## config.mk

```make
export PLATFORM = sky130hd
export DESIGN_NAME = imm_gen_stage
export DESIGN_NICKNAME = d
export VERILOG_FILES = /design/src/rtl/imm_pkg.sv /design/src/rtl/imm_decode.sv /design/src/rtl/imm_gen_stage.sv
export SDC_FILE = /design/constraint.sdc
export NUM_CORES = 1
export LEC_CHECK = 0
export CORE_ASPECT_RATIO = 1.4
export CORE_MARGIN = 3
export CORE_UTILIZATION = 43
export DETAILED_ROUTE_END_ITERATION = 8
export PLACE_DENSITY = 0.8
export SLEW_MARGIN = 20
export SYNTH_ARGS = -nofsm -noshare
export SYNTH_HDL_FRONTEND = slang
export SYNTH_SLANG_ARGS = --single-unit
```

## constraint.sdc

```tcl
create_clock -name clk -period 2.35 [get_ports clk]
set_input_delay 0.47 -clock clk [delete_from_list [all_inputs] [get_ports clk]]
set_output_delay 0.47 -clock clk [all_outputs]
set_load 0.05 [all_outputs]
```

## src/rtl/imm_pkg.sv

```systemverilog
// imm_pkg: immediate format encodings, RISC-V opcode constants and opcode-to-format mapping
package imm_pkg;
  typedef enum logic [2:0] {
    FMT_I     = 3'b000,
    FMT_S     = 3'b001,
    FMT_B     = 3'b010,
    FMT_U     = 3'b011,
    FMT_J     = 3'b100,
    FMT_SHAMT = 3'b101,
    FMT_ZIMM  = 3'b110,
    FMT_ILL   = 3'b111
  } imm_fmt_e;
  localparam logic [6:0] OP_LOAD   = 7'b0000011;
  localparam logic [6:0] OP_JALR   = 7'b1100111;
  localparam logic [6:0] OP_IMM    = 7'b0010011;
  localparam logic [6:0] OP_STORE  = 7'b0100011;
  localparam logic [6:0] OP_BRANCH = 7'b1100011;
  localparam logic [6:0] OP_LUI    = 7'b0110111;
  localparam logic [6:0] OP_AUIPC  = 7'b0010111;
  localparam logic [6:0] OP_JAL    = 7'b1101111;
  localparam logic [6:0] OP_SYSTEM = 7'b1110011;
  function automatic imm_fmt_e auto_fmt(input logic [31:0] inst);
    logic [2:0] f3;
    f3 = inst[14:12];
    case (inst[6:0])
      OP_LOAD, OP_JALR: auto_fmt = FMT_I;
      OP_IMM:           auto_fmt = (f3 == 3'b001 || f3 == 3'b101) ? FMT_SHAMT : FMT_I;
      OP_STORE:         auto_fmt = FMT_S;
      OP_BRANCH:        auto_fmt = FMT_B;
      OP_LUI, OP_AUIPC: auto_fmt = FMT_U;
      OP_JAL:           auto_fmt = FMT_J;
      OP_SYSTEM:        auto_fmt = f3[2] ? FMT_ZIMM : FMT_I;
      default:          auto_fmt = FMT_ILL;
    endcase
  endfunction
endpackage

```

## src/rtl/imm_decode.sv

```systemverilog
// imm_decode: combinational immediate format selection and extraction
module imm_decode
  import imm_pkg::*;
#(
  parameter int XLEN        = 32,
  parameter bit AUTO_DECODE = 1'b0
) (
  input  logic [31:0]     i_inst,
  input  logic [2:0]      i_imm_src,
  output logic [XLEN-1:0] o_imm,
  output logic            o_illegal
);
  imm_fmt_e w_fmt;
  assign w_fmt     = AUTO_DECODE ? auto_fmt(i_inst) : imm_fmt_e'(i_imm_src);
  assign o_illegal = (w_fmt == FMT_ILL);
  always_comb begin
    o_imm = '0;
    case (w_fmt)
      FMT_I:     o_imm = XLEN'($signed(i_inst[31:20]));
      FMT_S:     o_imm = XLEN'($signed({i_inst[31:25], i_inst[11:7]}));
      FMT_B:     o_imm = XLEN'($signed({i_inst[31], i_inst[7], i_inst[30:25], i_inst[11:8], 1'b0}));
      FMT_U:     o_imm = XLEN'($signed({i_inst[31:12], 12'b0}));
      FMT_J:     o_imm = XLEN'($signed({i_inst[31], i_inst[19:12], i_inst[20], i_inst[30:21], 1'b0}));
      FMT_SHAMT: o_imm = (XLEN == 32) ? XLEN'(i_inst[24:20]) : XLEN'(i_inst[25:20]);
      FMT_ZIMM:  o_imm = XLEN'(i_inst[19:15]);
      default:   o_imm = '0;
    endcase
  end
endmodule

```

## src/rtl/imm_gen_stage.sv

```systemverilog
// imm_gen_stage: registered immediate generator with valid/ready handshake and illegal-request counter
module imm_gen_stage
  import imm_pkg::*;
#(
  parameter int XLEN        = 32,
  parameter bit AUTO_DECODE = 1'b0,
  parameter int TAG_W       = 5,
  parameter int CNT_W       = 8
) (
  input  logic             clk,
  input  logic             rst_n,
  input  logic             in_valid,
  output logic             in_ready,
  input  logic [31:0]      in_inst,
  input  logic [TAG_W-1:0] in_tag,
  input  logic [2:0]       imm_src,
  input  logic             flush,
  output logic             out_valid,
  input  logic             out_ready,
  output logic [XLEN-1:0]  out_imm,
  output logic [TAG_W-1:0] out_tag,
  output logic             out_illegal,
  input  logic             cnt_clr,
  output logic [CNT_W-1:0] illegal_cnt
);
  logic             r_valid;
  logic [XLEN-1:0]  r_imm;
  logic [TAG_W-1:0] r_tag;
  logic             r_ill;
  logic [CNT_W-1:0] r_cnt;
  logic [XLEN-1:0]  w_imm;
  logic             w_ill;
  logic             w_acc;
  imm_decode #(.XLEN(XLEN), .AUTO_DECODE(AUTO_DECODE)) u_dec (
    .i_inst(in_inst), .i_imm_src(imm_src), .o_imm(w_imm), .o_illegal(w_ill)
  );
  assign in_ready = !r_valid || out_ready;
  assign w_acc    = in_valid && in_ready && !flush;
  always_ff @(posedge clk or negedge rst_n) begin
    if (!rst_n) begin
      r_valid <= 1'b0;
      r_imm   <= '0;
      r_tag   <= '0;
      r_ill   <= 1'b0;
    end else if (flush) begin
      r_valid <= 1'b0;
    end else if (w_acc) begin
      r_valid <= 1'b1;
      r_imm   <= w_imm;
      r_tag   <= in_tag;
      r_ill   <= w_ill;
    end else if (out_ready) begin
      r_valid <= 1'b0;
    end
  end
  always_ff @(posedge clk or negedge rst_n) begin
    if (!rst_n)                            r_cnt <= '0;
    else if (cnt_clr)                      r_cnt <= '0;
    else if (w_acc && w_ill && r_cnt != '1) r_cnt <= r_cnt + CNT_W'(1);
  end
  assign out_valid   = r_valid;
  assign out_imm     = r_imm;
  assign out_tag     = r_tag;
  assign out_illegal = r_ill;
  assign illegal_cnt = r_cnt;
endmodule

```

==> impl_metrics.ini <==
[critical_path]
cp.required_ns = 2.57
r2r_slack_ns = 0.37
cp_data_arrival_time_ns = 2.41
path_cells = clkdlybuf4s50_1 -> nand3_2 -> or4b_1 -> buf_4 -> or4_1 -> a21oi_1
path_buf_inv = 2
critPathCaptureType = register
cpMaxStageDelayCell = or4_1
start_kind = primary input
cp_top_family = simple AND/OR/NAND/NOR gates
worst-setup-path-type = in2reg
critPathMaxStageDelay_ns = 0.52
crit_path_max_fanout = 17

[sta]
max_freq_ghz = 0.455
rsz0062_at_grt = false
max_slew_margin = 0.565
hold_ws_ns = 0.173
skew_ns = 0.00315
tightest_slew_ns = 0.652
timing.final.crit_share = 0.935
setup_ws_ns = 0.154
setup-violations-final = 0
drv_slew = 0
finalHoldViolations = 0
post-route-min-period_ns = 2.20

[die]
initial_core_util = 0.455
pin_count = 94
num_rows = 30
die_w_um = 67.4
die_area_um2 = 6200
die_h_um = 92.0
core_um2 = 4990

[logic_synthesis]
synth_common_cells = 47 x dfrtp_1, 35 x nand2_1, 32 x a21oi_1, 29 x o21ai_0, 13 x nor2_1
synth_area_leaders = dfrtp_1 52%, a21oi_1 7.1%, o21ai_0 6.4%
synthArstFlopShare = 1.00
yosysMostFrequentCell = dfrtp_1
syn_inst = 241
synthFlopType = dfrtp_1
netlist_area_um2 = 2270
yosysUniqueCellTypes = 40
synth_top_area_share = 0.518
synth-seq-area-share = 0.518
yosysTopAreaCell = dfrtp_1
synth_area_per_cell_um2 = 9.42
synth_edf_count = 0
yosysWarnings = 0
syn_nets = 288
ys_seq_elements = 47

[drt]
routed_wl_mm = 6.01
drtPass1Iterations = 4
drc = 0
wire_per_inst_um = 15.4
ant_nets = 0
drt_iter0_drc = 126
route.vias.total = 2122
routed_via_density = 5.44

[cts]
clock_latency_ns = 0.29
cts_hold_buf = 0
cts_inserted_buffers = 5
cts_tree = built
cts_root_buf = clkbuf_8
post_cts_resized = 0
clk_pin_slew_ns = 0.08
cts_setup_buffers = 0
clock_sinks = 47
htreeDepth = 2
clk_path_buf_depth = 2

[finish]
antenna_cells = 0
post-route-util = 0.663
drive_above_1_share = 0.0890
ff_latch_area_um2 = 1180
area_delta_synth_final_pct = 45.8
fin_nets = 372
multi_input_area_um2 = 1000
final_area_um2 = 3310
nFillCells = 410

[placement]
dpl_cell_area_um2 = 3230
port_buffers = 86
place_ws_ns = -0.159
dp_hpwl_mm = 4.51
routabilityCongestion = 0.785

[global_route]
grt_pass1_wl_mm = 10.1
antenna_found_initial = 0
track_usage = 0.212
grt_max_degree = 26
grt-ovfl-total = 0
grt_pass1_vias = 2160

[power]
p_total_mw = 2.25
p_per_area_nw_per_um2 = 679
vdd_drop_max_uv = 387
p_leak_nw = 1.37

[flow_run]
cap_viol_max_count = 0

[status]
outcome = finished clean

[hold_path]
hold_path.class = in2async
## stage by stage
stage | setup TNS [ns] | cells
2_1_floorplan | 0 | 241
3_3_place_gp | -0.385 | 382
3_5_place_dp | -0.527 | 382
4_1_cts | 0 | 390
5_1_grt | 0 | 390
6_report | 0 | 390
## layout make-up
| class | instances | share of cell area |
|---|---|---|
| multi-input combinational | 171 | 0.302 |
| clock buffer | 7 | 0.0231 |
| sequential | 47 | 0.355 |
| inverter | 3 | 0.00340 |
| timing repair buffer | 97 | 0.290 |
| clock inverter | 1 | 0.00151 |
| tap | 64 | 0.0242 |
## layout by cell type, fill, tap and decap left out, drive strengths merged, types with 2 or more instances in the layout
cell type       n
clkdlybuf4s50  84
dfrtp          47
nand2          35
a21oi          32
o21ai          29
nor2           13
buf            13
mux2            7
clkbuf          7
nand3b          6
a22o            6
or4             4
mux2i           4
a211oi          4
nand3           4
inv             3
o41ai           3
nor2b           2
o31ai           2
nor3b           2
## flip-flops by register name, summed over array words and instances (netlist names)
register	flops
illegal_cnt	8
out_illegal	1
out_imm	32
out_tag	5
out_valid	1
## cell families (layout without fill, tap and decap cells)
kind of cell,count (synthesis),count (layout),synth area share
compound gates,80,80,0.203
flops,47,47,0.518
mux,11,11,0.0523
fa+ha+maj,2,2,0.00992
buf+inv,23,108,0.0413
simple gates,78,78,0.175
## metal layers
layer  GRT usage  vias to the layer above  part of all wire
met2       0.353                       70              0.52
met3      0.0564                       11             0.061
met1       0.256                     1010              0.40
met4      0.0795                        0             0.021
met5           0                        -                 0
li1            -                     1031                 -
## report_power, final
group          internal, mW  switching [mW]
sequential            0.903          0.0506
combinational         0.302           0.526
clock                 0.209           0.258
total                  1.41           0.834
## path summary, 6_finish.rpt
kind,from,end,depth (start not counted)
setup / recovery,imm_src[2],illegal_cnt[3]$_DFFE_PN0P_,6
hold / removal,rst_n,out_imm[18]$_DFFE_PN0P_,1
hold reg to reg,out_imm[28]$_DFFE_PN0P_,out_imm[28]$_DFFE_PN0P_,2
max in group asynchronous,rst_n,out_imm[21]$_DFFE_PN0P_,2
min in group clk,out_imm[28]$_DFFE_PN0P_,out_imm[28]$_DFFE_PN0P_,2
setup reg to reg,out_valid$_DFFE_PN0P_,illegal_cnt[3]$_DFFE_PN0P_,5
Power figures use the tool's default switching activity.
